<file path="src/rtl/upd_pkg.sv">
// upd_pkg
// Shared definitions for the fast-PHY packer that feeds the IQ and noise
// FIFOs of the slow-PHY-to-LLR sender.
//   - sample width, FIFO word width and the lane counts derived from them
//   - FSM state encoding of the packer top level
//   - saturating 16-bit increment used by all per-user counters
package upd_pkg;

    localparam int UPD_DATA_WIDTH     = 16;
    localparam int UPD_WORD_WIDTH     = 128;
    // One RE occupies an I and a Q sample.
    localparam int UPD_IQ_RE_PER_WORD = UPD_WORD_WIDTH / (2 * UPD_DATA_WIDTH);
    localparam int UPD_NOISE_PER_WORD = UPD_WORD_WIDTH / UPD_DATA_WIDTH;
    localparam int UPD_COUNT_WIDTH    = 16;

    typedef enum logic [2:0] {
        ST_IDLE        = 3'd0,
        ST_PACK        = 3'd1,
        ST_FLUSH_IQ    = 3'd2,
        ST_FLUSH_NOISE = 3'd3,
        ST_DONE        = 3'd4
    } upd_state_e;

    // Counters stick at all-ones instead of wrapping.
    function automatic logic [UPD_COUNT_WIDTH-1:0] sat_inc(
        input logic [UPD_COUNT_WIDTH-1:0] value
    );
        if (value == {UPD_COUNT_WIDTH{1'b1}}) begin
            return value;
        end
        return value + 1'b1;
    endfunction

endpackage

</file>
<file path="src/rtl/upd_lane_packer.sv">
// upd_lane_packer
// Collects LANES samples of LANE_WIDTH bits into one FIFO word, lane 0 in
// the least significant position, in arrival order.
//   i_core_clk   clock
//   i_rx_rst     synchronous active-high reset
//   i_clear      discard the partial word without writing it
//   i_valid      sample present on i_data
//   i_data       sample to insert at the current lane
//   i_flush      emit the partial word (unfilled lanes zero) if non-empty
//   i_fifo_full  almost-full flag of the destination FIFO
//   o_wr_en      registered write strobe
//   o_wr_data    registered packed word
//   o_drop       combinational: a word is being emitted this cycle but the
//                FIFO is full, so it is discarded instead of written
module upd_lane_packer #(
    parameter int LANES      = 4,
    parameter int LANE_WIDTH = 32
) (
    input  logic                        i_core_clk,
    input  logic                        i_rx_rst,
    input  logic                        i_clear,
    input  logic                        i_valid,
    input  logic [LANE_WIDTH-1:0]       i_data,
    input  logic                        i_flush,
    input  logic                        i_fifo_full,
    output logic                        o_wr_en,
    output logic [LANES*LANE_WIDTH-1:0] o_wr_data,
    output logic                        o_drop
);

    localparam int WORD_WIDTH = LANES * LANE_WIDTH;
    localparam int IDX_WIDTH  = (LANES > 1) ? $clog2(LANES) : 1;
    localparam logic [IDX_WIDTH-1:0] LAST_LANE = IDX_WIDTH'(LANES - 1);

    logic [IDX_WIDTH-1:0]  lane_idx_reg;
    logic [WORD_WIDTH-1:0] word_reg;
    logic [WORD_WIDTH-1:0] word_ins;
    logic                  wr_en_reg;
    logic [WORD_WIDTH-1:0] wr_data_reg;
    logic                  complete;
    logic                  flush_emit;
    logic                  emit;
    logic [WORD_WIDTH-1:0] emit_word;

    // The word with the incoming sample placed at the current lane. Lanes
    // above the index are still zero because the word register is cleared
    // every time a word is emitted or discarded.
    generate
        for (genvar gi = 0; gi < LANES; gi++) begin : g_lane
            assign word_ins[gi*LANE_WIDTH +: LANE_WIDTH] =
                (lane_idx_reg == IDX_WIDTH'(gi)) ? i_data
                                                 : word_reg[gi*LANE_WIDTH +: LANE_WIDTH];
        end
    endgenerate

    assign complete   = i_valid && (lane_idx_reg == LAST_LANE);
    assign flush_emit = i_flush && (lane_idx_reg != '0);
    assign emit       = !i_clear && (complete || flush_emit);
    assign emit_word  = complete ? word_ins : word_reg;
    assign o_drop     = emit && i_fifo_full;

    always_ff @(posedge i_core_clk) begin
        if (i_rx_rst) begin
            lane_idx_reg <= '0;
            word_reg     <= '0;
            wr_en_reg    <= 1'b0;
            wr_data_reg  <= '0;
        end else begin
            wr_en_reg <= 1'b0;
            if (i_clear) begin
                lane_idx_reg <= '0;
                word_reg     <= '0;
            end else if (emit) begin
                // Written or dropped, the lane index wraps either way.
                lane_idx_reg <= '0;
                word_reg     <= '0;
                if (!i_fifo_full) begin
                    wr_en_reg   <= 1'b1;
                    wr_data_reg <= emit_word;
                end
            end else if (i_valid) begin
                word_reg     <= word_ins;
                lane_idx_reg <= lane_idx_reg + 1'b1;
            end
        end
    end

    assign o_wr_en   = wr_en_reg;
    assign o_wr_data = wr_data_reg;

endmodule

</file>
<file path="src/rtl/upd_fast_phy_packer.sv">
// upd_fast_phy_packer
// Accepts one RE of IQ and one noise sample per cycle from the fast PHY,
// packs them into FIFO words, frames each user (start, end, flush of partial
// words), and reports overflow and IQ/noise count consistency.
//   i_core_clk / i_rx_rst            clock, synchronous active-high reset
//   i_user_start / i_user_end        one-cycle user framing pulses
//   i_user_iq_noise_rate             REs covered by one noise sample (0 = 1)
//   i_iq_valid, i_iq_i, i_iq_q       IQ sample of one RE
//   i_noise_valid, i_noise_data      noise sample
//   i_iq_fifo_full, i_noise_fifo_full almost-full flags of the two FIFOs
//   o_iq_fifo_wr_en/_wr_data         IQ FIFO write port (4 REs per word)
//   o_noise_fifo_wr_en/_wr_data      noise FIFO write port (8 samples per word)
//   o_re_count, o_noise_count        samples accepted for the current user
//   o_overflow                       sticky: a word was dropped on full
//   o_noise_mismatch                 sticky: noise count != ceil(REs / rate)
//   o_user_done                      one-cycle pulse after the flush
module upd_fast_phy_packer
    import upd_pkg::*;
#(
    parameter int DATA_WIDTH     = UPD_DATA_WIDTH,
    parameter int IQ_RE_PER_WORD = UPD_IQ_RE_PER_WORD,
    parameter int NOISE_PER_WORD = UPD_NOISE_PER_WORD
) (
    input  logic                                   i_core_clk,
    input  logic                                   i_rx_rst,
    input  logic                                   i_user_start,
    input  logic                                   i_user_end,
    input  logic [UPD_COUNT_WIDTH-1:0]             i_user_iq_noise_rate,
    input  logic                                   i_iq_valid,
    input  logic [DATA_WIDTH-1:0]                  i_iq_i,
    input  logic [DATA_WIDTH-1:0]                  i_iq_q,
    input  logic                                   i_noise_valid,
    input  logic [DATA_WIDTH-1:0]                  i_noise_data,
    input  logic                                   i_iq_fifo_full,
    input  logic                                   i_noise_fifo_full,
    output logic                                   o_iq_fifo_wr_en,
    output logic [IQ_RE_PER_WORD*2*DATA_WIDTH-1:0] o_iq_fifo_wr_data,
    output logic                                   o_noise_fifo_wr_en,
    output logic [NOISE_PER_WORD*DATA_WIDTH-1:0]   o_noise_fifo_wr_data,
    output logic [UPD_COUNT_WIDTH-1:0]             o_re_count,
    output logic [UPD_COUNT_WIDTH-1:0]             o_noise_count,
    output logic                                   o_overflow,
    output logic                                   o_noise_mismatch,
    output logic                                   o_user_done
);

    upd_state_e                 state_reg;
    logic [UPD_COUNT_WIDTH-1:0] re_count_reg;
    logic [UPD_COUNT_WIDTH-1:0] noise_count_reg;
    logic [UPD_COUNT_WIDTH-1:0] expected_reg;
    logic [UPD_COUNT_WIDTH-1:0] group_reg;
    logic                       overflow_reg;
    logic                       mismatch_reg;
    logic                       done_reg;

    logic                       in_pack;
    logic                       iq_accept;
    logic                       noise_accept;
    logic [UPD_COUNT_WIDTH-1:0] rate_eff;
    logic                       group_last;
    logic                       iq_drop;
    logic                       noise_drop;

    // A start pulse restarts the user, so samples in that cycle are not taken.
    assign in_pack      = (state_reg == ST_PACK) && !i_user_start;
    assign iq_accept    = in_pack && i_iq_valid;
    assign noise_accept = in_pack && i_noise_valid;

    assign rate_eff   = (i_user_iq_noise_rate == '0) ? UPD_COUNT_WIDTH'(1)
                                                     : i_user_iq_noise_rate;
    // Compare in 17 bits so the group counter closes correctly even when
    // the rate is at its maximum; using >= also recovers if the rate is
    // lowered mid-user.
    assign group_last = ({1'b0, group_reg} + 17'd1) >= {1'b0, rate_eff};

    upd_lane_packer #(
        .LANES      (IQ_RE_PER_WORD),
        .LANE_WIDTH (2 * DATA_WIDTH)
    ) u_iq_packer (
        .i_core_clk  (i_core_clk),
        .i_rx_rst    (i_rx_rst),
        .i_clear     (i_user_start),
        .i_valid     (iq_accept),
        .i_data      ({i_iq_q, i_iq_i}),
        .i_flush     (state_reg == ST_FLUSH_IQ),
        .i_fifo_full (i_iq_fifo_full),
        .o_wr_en     (o_iq_fifo_wr_en),
        .o_wr_data   (o_iq_fifo_wr_data),
        .o_drop      (iq_drop)
    );

    upd_lane_packer #(
        .LANES      (NOISE_PER_WORD),
        .LANE_WIDTH (DATA_WIDTH)
    ) u_noise_packer (
        .i_core_clk  (i_core_clk),
        .i_rx_rst    (i_rx_rst),
        .i_clear     (i_user_start),
        .i_valid     (noise_accept),
        .i_data      (i_noise_data),
        .i_flush     (state_reg == ST_FLUSH_NOISE),
        .i_fifo_full (i_noise_fifo_full),
        .o_wr_en     (o_noise_fifo_wr_en),
        .o_wr_data   (o_noise_fifo_wr_data),
        .o_drop      (noise_drop)
    );

    always_ff @(posedge i_core_clk) begin
        if (i_rx_rst) begin
            state_reg       <= ST_IDLE;
            re_count_reg    <= '0;
            noise_count_reg <= '0;
            expected_reg    <= '0;
            group_reg       <= '0;
            overflow_reg    <= 1'b0;
            mismatch_reg    <= 1'b0;
            done_reg        <= 1'b0;
        end else begin
            done_reg <= 1'b0;
            if (i_user_start) begin
                state_reg       <= ST_PACK;
                re_count_reg    <= '0;
                noise_count_reg <= '0;
                expected_reg    <= '0;
                group_reg       <= '0;
                overflow_reg    <= 1'b0;
                mismatch_reg    <= 1'b0;
            end else begin
                if (iq_accept) begin
                    re_count_reg <= sat_inc(re_count_reg);
                    // The first RE of every noise group expects one noise
                    // sample, giving ceil(re_count / rate) overall.
                    if (group_reg == '0) begin
                        expected_reg <= sat_inc(expected_reg);
                    end
                    group_reg <= group_last ? '0 : group_reg + 1'b1;
                end
                if (noise_accept) begin
                    noise_count_reg <= sat_inc(noise_count_reg);
                end
                if (iq_drop || noise_drop) begin
                    overflow_reg <= 1'b1;
                end

                case (state_reg)
                    ST_IDLE: begin
                        state_reg <= ST_IDLE;
                    end
                    ST_PACK: begin
                        if (i_user_end) begin
                            state_reg <= ST_FLUSH_IQ;
                        end
                    end
                    ST_FLUSH_IQ: begin
                        state_reg <= ST_FLUSH_NOISE;
                    end
                    ST_FLUSH_NOISE: begin
                        // Both counts are final here: the last acceptance
                        // happened in the i_user_end cycle.
                        if (noise_count_reg != expected_reg) begin
                            mismatch_reg <= 1'b1;
                        end
                        state_reg <= ST_DONE;
                    end
                    ST_DONE: begin
                        done_reg  <= 1'b1;
                        state_reg <= ST_IDLE;
                    end
                    default: begin
                        state_reg <= ST_IDLE;
                    end
                endcase
            end
        end
    end

    assign o_re_count       = re_count_reg;
    assign o_noise_count    = noise_count_reg;
    assign o_overflow       = overflow_reg;
    assign o_noise_mismatch = mismatch_reg;
    assign o_user_done      = done_reg;

endmodule

</file>
<file path="config.mk">
export PLATFORM = sky130hd
export DESIGN_NAME = upd_fast_phy_packer
export DESIGN_NICKNAME = d
export VERILOG_FILES = /design/src/rtl/upd_pkg.sv /design/src/rtl/upd_lane_packer.sv /design/src/rtl/upd_fast_phy_packer.sv
export SDC_FILE = /design/constraint.sdc
export NUM_CORES = 1
export LEC_CHECK = 0
export CAP_MARGIN = 5
export CORE_UTILIZATION = 40
export CTS_BUF_LIST = sky130_fd_sc_hd__clkbuf_4 sky130_fd_sc_hd__clkbuf_8
export CTS_CLUSTER_SIZE = 24
export DETAILED_ROUTE_END_ITERATION = 10
export MAX_ROUTING_LAYER = met4
export PLACE_DENSITY_LB_ADDON = 0.25
export SLEW_MARGIN = 20
export SYNTH_ARGS = -nofsm -noshare
export SYNTH_HDL_FRONTEND = slang
export SYNTH_HIERARCHICAL = 1
export SYNTH_SLANG_ARGS = --single-unit
</file>
<file path="constraint.sdc">
create_clock -name i_core_clk -period 6.81 [get_ports i_core_clk]
set_clock_uncertainty 0.15 [all_clocks]
set_input_delay 1.362 -clock i_core_clk [delete_from_list [all_inputs] [get_ports i_core_clk]]
set_output_delay 1.362 -clock i_core_clk [all_outputs]
set_load 0.02 [all_outputs]
</file>
## Word-level counts from Yosys, hierarchy flattened

Index checks and enable logic that the tools add are counted.

- Register bits after elaboration: 589
- Latch bits: 0
- RAM bits: 0
- Bits in read-only memories: 0
- Input bits: 72
- Output and inout port bits: 293
- Logic and storage cells: 123
- Memories kept: 0

- Add/sub/neg operators: 7
- $mul: 0
- Div/mod/pow operators: 0
- Order comparisons: 1
- Equal/unequal tests: 23
- Shift operators: 0
- Multiplexer cells: 38
- Bitwise logic cells: 5
- Reduce and logical (&&, ||, !) cells: 32

Operator list:

| operator | count |
|---|---|
| $mux W128 | 2 |
| $mux W16 | 13 |
| $mux W32 | 4 |
| $add A16 B1 Y16 const B | 4 |
| $eq A16 B16 Y1 const B | 3 |
| $logic_not A16 Y1 | 2 |
| $add A16 B1 Y17 const B | 1 |
| $ge A17 B16 Y1 | 1 |
| $mux W1 | 17 |
| $ne A16 B16 Y1 | 1 |
| $eq A3 B3 Y1 const B | 5 |
| $eq A3 B2 Y1 const B | 4 |
| $reduce_or A3 Y1 | 4 |
| $logic_and A1 B1 Y1 | 11 |
| $pmux W3 S3 | 1 |
| $reduce_and A3 Y1 | 3 |
| $ne A2 B2 Y1 const B | 4 |
| $eq A3 B1 Y1 const B | 2 |
| $reduce_and A2 Y1 | 3 |
| $not A1 Y1 | 5 |
| $eq A2 B2 Y1 const B | 2 |
| $add A3 B1 Y3 const B | 1 |
| $logic_not A3 Y1 | 1 |
| $logic_or A1 B1 Y1 | 3 |
| other kinds (9) | 9 |

## Longest topological paths before layout

Gate-level depths: netlist of the first run.

- Depth in word-level cells: 8
- Mapped depth: 14
- Gate-level depth less buffers: 13

## Cells and area by module

Netlist of the first run, hierarchy kept.

By module, submodules not included:

| module | times used | cells each | area an instance (µm²) | seq. area each (µm²) |
|---|---|---|---|---|
| upd_lane_packer at u_noise_packer | 1 | 1,319 | 11,833.8 | 5,205.0 |
| upd_lane_packer at u_iq_packer | 1 | 1,193 | 9,853.2 | 5,185.0 |
| upd_fast_phy_packer | 1 | 464 | 3,988.8 | 1,401.3 |

## Least setup slack after synthesis of the first run

No wires, ideal clock.

- Path type: input port to flip-flop
- Start: input i_user_iq_noise_rate[8]
- End: register group_reg[13]
- Library setup time: 123 ps
- Arrival: 3,224 ps
- Setup slack: 3,313 ps
- Stages on the path: 9
- Path buffers: 0
- Cell sequence: nor4_1 > a41o_1 > ha_1 > nor2b_1 > o21ai_0 > o21ai_0 > a2111oi_4 > nor2_4 > a221o_2

- Longest elaborated chain between the ends: 4

RTL lines:

| element | line | text |
|---|---|---|
| start: declaration | upd_fast_phy_packer.sv:28 | `input logic [UPD_COUNT_WIDTH-1:0] i_user_iq_noise_rate,` |
| $logic_not A16 Y1 | upd_fast_phy_packer.sv:69 | `assign rate_eff = (i_user_iq_noise_rate == '0) ? UPD_COUNT_WIDTH'(1)` |
| $mux W16 (*) | upd_fast_phy_packer.sv:69 |  |
| $ge A17 B16 Y1 (*) | upd_fast_phy_packer.sv:74 | `assign group_last = ({1'b0, group_reg} + 17'd1) >= {1'b0, rate_eff};` |
| $mux W16 (*) | upd_fast_phy_packer.sv:136 | `group_reg <= group_last ? '0 : group_reg + 1'b1;` |
| end signal: assignment | upd_fast_phy_packer.sv:136 |  |
| end: declaration | upd_fast_phy_packer.sv:51 | `logic [UPD_COUNT_WIDTH-1:0] group_reg;` |

Every way passes the cells marked *; elsewhere a longest branch is shown, timed or not.
A chain may end at the register's enable or synchronous reset.

## Final worst setup path of the first run

- Start: input i_user_start
- End: register u_noise_packer.word_reg[82]

- Longest elaborated chain between the ends: 7

RTL lines:

| element | line | text |
|---|---|---|
| start: declaration | upd_fast_phy_packer.sv:26 | `input logic i_user_start,` |
| $logic_not A1 Y1 (*) | upd_fast_phy_packer.sv:65 | `assign in_pack = (state_reg == ST_PACK) && !i_user_start;` |
| $logic_and A1 B1 Y1 (*) | upd_fast_phy_packer.sv:65 |  |
| $logic_and A1 B1 Y1 (*) | upd_fast_phy_packer.sv:67 | `assign noise_accept = in_pack && i_noise_valid;` |
| net noise_accept | upd_fast_phy_packer.sv:58 | `logic noise_accept;` |
| $logic_and A1 B1 Y1 | upd_lane_packer.sv:56 | `assign complete = i_valid && (lane_idx_reg == LAST_LANE);` |
| $logic_or A1 B1 Y1 | upd_lane_packer.sv:58 | `assign emit = !i_clear && (complete \|\| flush_emit);` |
| $logic_and A1 B1 Y1 | upd_lane_packer.sv:58 |  |
| $reduce_or A3 Y1 (no line) | -- |  |
| end signal: assignment | upd_lane_packer.sv:82 | `word_reg <= word_ins;` |
| end: declaration | upd_lane_packer.sv:36 | `logic [WORD_WIDTH-1:0] word_reg;` |

The timed path passes the listed nets; every way through them passes the cells marked *.

==> impl_metrics.toml, run 1 <==
[outcome]
status = "completed"

[yosys]
syn-num-nets = 3079
muxShareOfSynthArea_pct = 2.07
yosys.area_share.simple_pct = 22.5
ys_types = 65
netlist.area_leader.share_pct = 45.9
synthTopCellsByArea = "dfxtp_1 (46%), nand2_1 (9.4%), a21oi_1 (4.6%)"
synth_top_family_by_area = "simple AND/OR/NAND/NOR gates"
syn_area_per_cell_um2 = 8.63
synth_ff_type = "dfxtp_1"
synthAdderAreaFrac_pct = 1.51
syn_area_um2 = 25700
ys_seq_elements = 589
synth_edf_count = 0
yosysWarnings = 6
ys_seq_area_share_pct = 45.9
synth_cells = 2976
synth-xor-area-share_pct = 2.42
synth_compound_gate_area_share_pct = 19.8
synth_top_cell_by_area = "dfxtp_1"
async_reset_ff_share_pct = 0

[clocking]
clock_path_buffers = 3
cts_tree = "built"
numCtsBuffers = 102
post-cts-setup-buffers = 0
clock_latency_ps = 700
clk_pin_slew_ps = 60
ctsHoldBuffers = 0
clkSinkCount = 589
htree_levels = 3
cts_root_buffer = "clkbuf_8"
cts_repair_resize_count = 0

[power]
leakagePower_nw = 10.7
peakVddDrop_v = 0.000136
powerDensity_nw_per_um2 = 223

[timing]
rsz0062_at_grt = "no"
fin_crit_ps = 4910
fin_crit_sh_pct = 72.0
slew_violations = 0
hold_viol = 0
fin_ws_ps = 1900
setup_viol = 0
max_freq_ghz = 0.204
setup_tns_ps = 0
max_slew_margin_pct = 30.6
worst_pin_slew_ps = 1040

[routing]
drtAntennaViolNets = 0
route.detailed.drc = 0
wl_um = 77200
drtIter0Drc = 1648
detail_route.wl_per_cell_um = 18.6
vias = 22400
drt_first_pass_iters = 7
vias_per_cell = 5.40

[floorplan]
die_h_um = 255
pin_count = 365
dieArea_um2 = 65200
core_um2 = 63200
start_util_pct = 40.6
die_w_um = 255
rows = 92

[place]
dp_hpwl_um = 49300
io_buffer_count = 364
gp_congestion = 0.861
pre_cts_ws_ps = 1210

[critical_path]
r2r_cells = 7
critical_path_class = "input port to flop"
worstPathCellList = "clkdlybuf4s50_1 > nor4b_4 > nand2_1 > inv_1 > nand2_4 > nand3_4 > buf_4 > a21oi_1"
critPathRequiredTime_ps = 7180
cpPeakStageDelay_ps = 720
cp-start-kind = "input port"
cp.arrival_ps = 5280
crit_fanout = 67
critPathCaptureType = "flop"
cp_slowest_cell = "clkdlybuf4s50_1"

[global_routing]
antenna_found_initial = 1
grt_pass1_vias = 21200
overflow = 0
track_usage_pct = 23.4
grt_pass1_wl_um = 120000
grt_max_degree = 168

[worst_hold_path]
hold_path.class = "flop to flop"
whs_path_depth = 2

[cells_and_area]
drive_gt1_share_pct = 11.6
fin_nets = 3322
fill_cells = 5848
final_common_cell = "nand2_1"
final_cell_mix = "nand2_1 (642), dfxtp_1 (589), clkdlybuf4s50_1 (361)"
area_growth_pct = 22.9
multi_input_area_um2 = 12400
seq_area_um2 = 11800

[run]
maxCapViolCount = 0
[power breakdown]
group          internal, mW  switching, mW  total, mW  leakage (nW)
logic                0.0637          0.186      0.249          4.83
registers              3.45        0.00394       3.46          4.74
clock network          1.88           1.44       3.32          1.14
[per-layer routing]
layer	global-route usage, %	share of wire, %	wire [µm]	vias to the layer above
met5	-	0	0	-
met4	8.99	3.1	2360	0
met3	3.91	6.4	4950	147
met2	38.4	48	37100	798
met1	28.8	42	32800	10600
li1	-	-	-	10800
[critical path, delay by kind of cell]
kind | cells | cell delay (ps)
simple gates | 4 | 1780
compound gates | 1 | 110
buf+inv | 3 | 1940
[worst paths after layout]
kind                       startpoint                           to  slack [ps]
max reg2reg              state_reg[2]  u_noise_packer/word_reg[82]        3000
min          u_iq_packer/word_reg[94]    u_iq_packer/o_wr_data[94]         290
max                      i_user_start  u_noise_packer/word_reg[82]        1900
min reg2reg  u_iq_packer/word_reg[94]    u_iq_packer/o_wr_data[94]         290
[cell usage after synthesis, drive strengths merged, types with 2 or more instances]
library cell and n:
mux2i 53, and2 10, or2 2, a21oi 237, and4b 3, nand2b 4, nor2 253, nor2b 117
a2111oi 113, and3 22, a21o 2, o21ba 112, nor3 122, xor2 50, or3 19, and3b 2
inv 31, a221o 3, dfxtp 589, and4 10, xnor2 21, a211oi 39, a22o 10, nand4 23
o211ai 2, buf 103, nand3 36, a311oi 96, nand2 645, ha 31, nor4b 4, clkbuf 164
o21ai 23, nor4 14, nor3b 2
[area by class of cell]
type / count / share of cell area [%]
multi-input cells: 2089 / 39.4
well taps: 846 / 3.35
inverters: 31 / 0.369
clock inverters: 8 / 0.250
clock buffers: 171 / 6.49
repair buffers: 406 / 12.7
flip-flops and latches: 589 / 37.4
diodes: 3 / 0.0238
[kinds of logic after synthesis]
family	after synthesis
compound gates	642
xor+xnor	71
fa+ha+maj	31
buf+inv	298
flops	589
mux	53
simple gates	1292
[through the flow]
| step | area [µm²] | power [mW] | util [%] | std cells | hold slack (ps) |
|---|---|---|---|---|---|
| 2_1_floorplan | 25700 | 3.65 | - | 2976 | 282 |
| 3_3_place_gp | 29400 | 3.77 | 46.5 | 3961 | 287 |
| 3_5_place_dp | 29400 | 3.78 | 46.6 | 3961 | 292 |
| 4_1_cts | 31500 | 7.11 | 49.9 | 4140 | 298 |
| 5_1_grt | 31600 | 7.29 | 49.9 | 4143 | 312 |
| 6_report | 31600 | 7.03 | 49.9 | 4143 | 293 |
No activity file was read; power rests on OpenSTA's default activity.
==> run 2: changes to the inputs <==
Clock period 6.81 ns to 5 ns, I/O delays scaled along.
==> impl_metrics.toml, run 2 (synthesized netlist as in run 1, its figures left out) <==
[outcome]
status = "completed"

[timing]
setup_tns_ps = 0
rsz0062_at_grt = "no"
fin_crit_ps = 3790
max_slew_margin_pct = 21.8
hold_ws_ps = 298
setup_viol = 0
worst_pin_slew_ps = 1170
fin_crit_sh_pct = 75.8
hold_viol = 0
max_freq_ghz = 0.264
slew_violations = 0

[place]
dpl_cell_area_um2 = 29500
io_buffer_count = 364
gp_congestion = 0.858
dpl.cell_count = 3960
dp_hpwl_um = 49100

[clocking]
cts_tree = "built"
cts_root_buffer = "clkbuf_8"
clk_pin_slew_ps = 60
clkSinkCount = 589
clock_latency_ps = 700
htree_levels = 3
post-cts-setup-buffers = 0
clock_path_buffers = 3
cts_repair_resize_count = 0
numCtsBuffers = 103
ctsHoldBuffers = 0

[cells_and_area]
final_common_cell = "nand2_1"
area_growth_pct = 23.5
fin_cells = 4149
final_cell_mix = "nand2_1 (643), dfxtp_1 (589), clkdlybuf4s50_1 (362)"
design_area_um2 = 31700
fin_nets = 3322
drive_gt1_share_pct = 11.7

[power]
leakagePower_nw = 10.8
powerDensity_nw_per_um2 = 306
peakVddDrop_v = 0.000193

[critical_path]
crit_fanout = 13
cp_slowest_cell = "a2111oi_4"
cp.arrival_ps = 4190
critical_path_class = "flop to flop"
critPathRequiredTime_ps = 5400
cpPeakStageDelay_ps = 680
critPathCaptureType = "flop"
startpoint = "group_reg[0]"
r2r_cells = 11
r2r-end = "group_reg[13]"
worstPathCellList = "ha_1 > nand4_1 > nor2_1 > nand3_1 > or2_2 > nand2_1 > ha_1 > nand3_1 > a2111oi_4 > nor2_4 > a221o_2"
reg2reg_from = "group_reg[0]"
rrSetupSlack_ps = 1210
cp-start-kind = "flop"

[global_routing]
overflow = 0
track_usage_pct = 23.6
grt_pass1_wl_um = 121000
antenna_found_initial = 1
grt_pass1_vias = 21200
grt_max_degree = 169

[routing]
drtIter0Drc = 1758
drtAntennaViolNets = 0
wl_um = 77900
detail_route.wl_per_cell_um = 18.8
vias_per_cell = 5.39
vias = 22400
route.detailed.drc = 0
drt_first_pass_iters = 6

[worst_hold_path]
min_to = "u_noise_packer/word_reg[96]"
hold_path.class = "flop to flop"
min_from = "u_noise_packer/word_reg[96]"
whs_path_depth = 2

[floorplan]
pin_count = 365
dieArea_um2 = 65200
core_um2 = 63200
die_w_um = 255
rows = 92
die_h_um = 255
start_util_pct = 40.6

[run]
maxCapViolCount = 0
run 2: per-stage QoR:
step / power, mW / util, % / setup WS [ps]
after floorplan: 4.97 / - / 1870
after global routing: 10.1 / 50.2 / 937
after global placement: 5.15 / 46.6 / 656
after CTS: 9.81 / 50.1 / 1220
final: 9.70 / 50.2 / 1210
after detailed placement: 5.16 / 46.6 / 621
run 2: layout make-up:
class	count	area [µm²]
Antenna cell	3	7.51
Clock buffer	166	2080
Clock inverter	20	151
Fill cell	5928	31500
Inverter	31	116
Multi-Input combinational cell	2089	12400
Sequential cell	589	11800
Tap cell	846	1060
Timing Repair Buffer	405	4060
run 2: worst max-delay path: cells and delay by family (launching register included):
kind | cells | cell delay (ps)
and+or+nand+nor | 7 | 1430
adders and majority gates | 2 | 480
AOI/OAI and AO/OA | 2 | 1100
DFF | 1 | 480
run 2: where the power goes:
group / leakage [nW] / switching, mW / internal, mW
Sequential: 4.74 / 0.00559 / 4.70
Combinational: 4.85 / 0.258 / 0.0926
Clock: 1.18 / 2.01 / 2.64
Total: 10.8 / 2.27 / 7.43
run 2: worst max path at each step:
| stage | endpoint | slack (ps) | cells after the start |
|---|---|---|---|
| finish | group_reg[13] | 1210 | 11 |
| floorplan | group_reg[2] | 1870 | 9 |
| global placement | u_noise_packer/o_wr_data[38] | 660 | 9 |
| CTS | group_reg[13] | 1220 | 11 |
| detailed placement | u_noise_packer/o_wr_data[38] | 620 | 9 |
| global route | group_reg[13] | 940 | 11 |
run 2: routing by layer:
layer / part of all wire, % / up-vias / wire [µm] / GRT usage, %
met5: 0 / - / 0 / -
met1: 42 / 10700 / 32500 / 28.7
met3: 6.9 / 129 / 5390 / 4.62
li1: - / 10800 / - / -
met2: 49 / 696 / 38100 / 39.1
met4: 2.3 / 0 / 1820 / 7.98
==> run 3: changes to the inputs <==
Clock period 5 ns to 3.1 ns, I/O delays scaled along.
==> impl_metrics.toml, run 3 (synthesized netlist as in run 1, its figures left out) <==
[critical_path]
crit_fanout = 6
r2r-end = "group_reg[5]"
rrSetupSlack_ps = 40
critPathCaptureType = "flop"
crit_top_cell = "buf_4"
r2r_cells = 12
cp.arrival_ps = 3480
critical_path_class = "flop to flop"
worstPathCellList = "buf_4 > nand2_1 > nor3_2 > buf_4 > nand4_1 > xnor2_2 > ha_1 > nand3_1 > a2111oi_4 > buf_4 > nor4_2 > a221o_2"
reg2reg_from = "group_reg[0]"
cpPeakStageDelay_ps = 430
critPathRequiredTime_ps = 3520
cp-start-kind = "flop"
cp_slowest_cell = "a2111oi_4"

[clocking]
cts_root_buffer = "clkbuf_8"
clock_path_buffers = 3
cts_tree = "built"
clk_pin_slew_ps = 60
numCtsBuffers = 98
htree_levels = 3
clock_latency_ps = 690
ctsHoldBuffers = 0
clkSinkCount = 589

[place]
dpl_cell_area_um2 = 31000
gp_congestion = 0.869
dpl.cell_count = 4114
io_buffer_count = 364
dp_hpwl_um = 53000

[power]
peakVddDrop_v = 0.000278
powerDensity_nw_per_um2 = 469
leakagePower_nw = 11.7
combPwrFrac_pct = 4.1
p_sw_share_pct = 23.1
internal_power_mw = 12.1
p_sw_mw = 3.63
power_frac_clock_pct = 47.6
pwr-share-seq_pct = 48.3
finalPower_mw = 15.7

[timing]
slew_violations = 0
hold_viol = 0
max_slew_margin_pct = 37.3
rsz0062_at_grt = "yes"
fin_crit_sh_pct = 98.6
max_freq_ghz = 0.327
worst_pin_slew_ps = 937
fin_crit_ps = 3060
setup_viol = 0
setup_tns_ps = 0

[cells_and_area]
fin_cells = 4295
final_common_cell = "nand2_1"
fin_nets = 3476
drive_gt1_share_pct = 16.4
area_growth_pct = 30.4
final_util_pct = 53.0
design_area_um2 = 33500
final_cell_mix = "nand2_1 (641), dfxtp_1 (584), clkdlybuf4s50_1 (362)"

[floorplan]
die_h_um = 255
rows = 92
pin_count = 365
start_util_pct = 40.6
core_um2 = 63200
dieArea_um2 = 65200
die_w_um = 255

[worst_hold_path]
hold_path.class = "input port to flop"
min_from = "i_rx_rst"
min_to = "u_noise_packer/o_wr_data[59]"
whs_path_depth = 2

[global_routing]
antenna_found_initial = 1
grt_max_degree = 129
track_usage_pct = 24.4
overflow = 0
grt_pass1_vias = 22400
grt_pass1_wl_um = 125000

[routing]
drtAntennaViolNets = 0
wl_um = 80400
detail_route.wl_per_cell_um = 18.7
route.detailed.drc = 0
drtIter0Drc = 1560
vias_per_cell = 5.42
drt_first_pass_iters = 5
vias = 23300

[run]
maxCapViolCount = 0

[outcome]
status = "completed"
==> run 3: area by class of cell <==
type | count | area [µm²]
inverter | 31 | 116
antenna | 1 | 2.50
tap | 846 | 1060
fill | 5691 | 29700
clock inverter | 19 | 190
clock buffer | 156 | 1980
timing repair buffer | 564 | 5650
sequential | 589 | 11800
multi-input combinational | 2089 | 12700
==> run 3: what timing repair did <==
| item | 4_1_cts | 5_1_grt |
|---|---|---|
| gates resized for setup | 10 | 40 |
| buffers inserted | 3 | 2 |
| pin swaps | 8 | 21 |
| endpoints found under the setup margin | 14 | 16 |
==> run 3: how the worst max path moves through the flow <==
stage | startpoint | end
after CTS | group_reg[1] | group_reg[9]
after detailed placement | i_user_start | u_noise_packer/o_wr_data[36]
after global routing | group_reg[0] | group_reg[9]
after global placement | i_user_start | u_noise_packer/o_wr_data[7]
after floorplan | group_reg[0] | group_reg[2]
final | group_reg[0] | group_reg[5]
==> run 3: through the flow <==
stage / worst slack (ps) / hold WS [ps]
after floorplan: 37.2 / 282
after global placement: -368 / 287
after detailed placement: -348 / 292
after CTS: 6.12 / 48.2
after global routing: -84.7 / 87.5
final: 42.1 / 120
==> run 3: critical path, delay by kind of cell (launching register included) <==
| family | cells | cell delay (ps) |
|---|---|---|
| AO/OA/AOI/OAI | 2 | 740 |
| flip-flops | 1 | 340 |
| AND/OR/NAND/NOR | 5 | 670 |
| XOR/XNOR | 1 | 190 |
| adder cells (fa/ha/maj) | 1 | 300 |
| buffers and inverters | 3 | 540 |
==> run 3: routing by layer <==
metal	track usage, %	vias up	part of all wire [%]
met1	29.7	11200	43
li1	-	11100	-
met2	40.0	770	48
met3	4.32	184	6.0
met5	-	-	0
met4	9.35	0	3.2
==> run 3: power by group through the flow <==
stage               clock network, mW  registers (mW)  logic, mW
floorplan                           0            7.75      0.263
global placement                    0            7.75      0.621
detailed placement                  0            7.75      0.627
CTS                              7.69            7.59      0.630
global route                     8.02            7.58      0.676
finish                           7.49            7.59      0.641
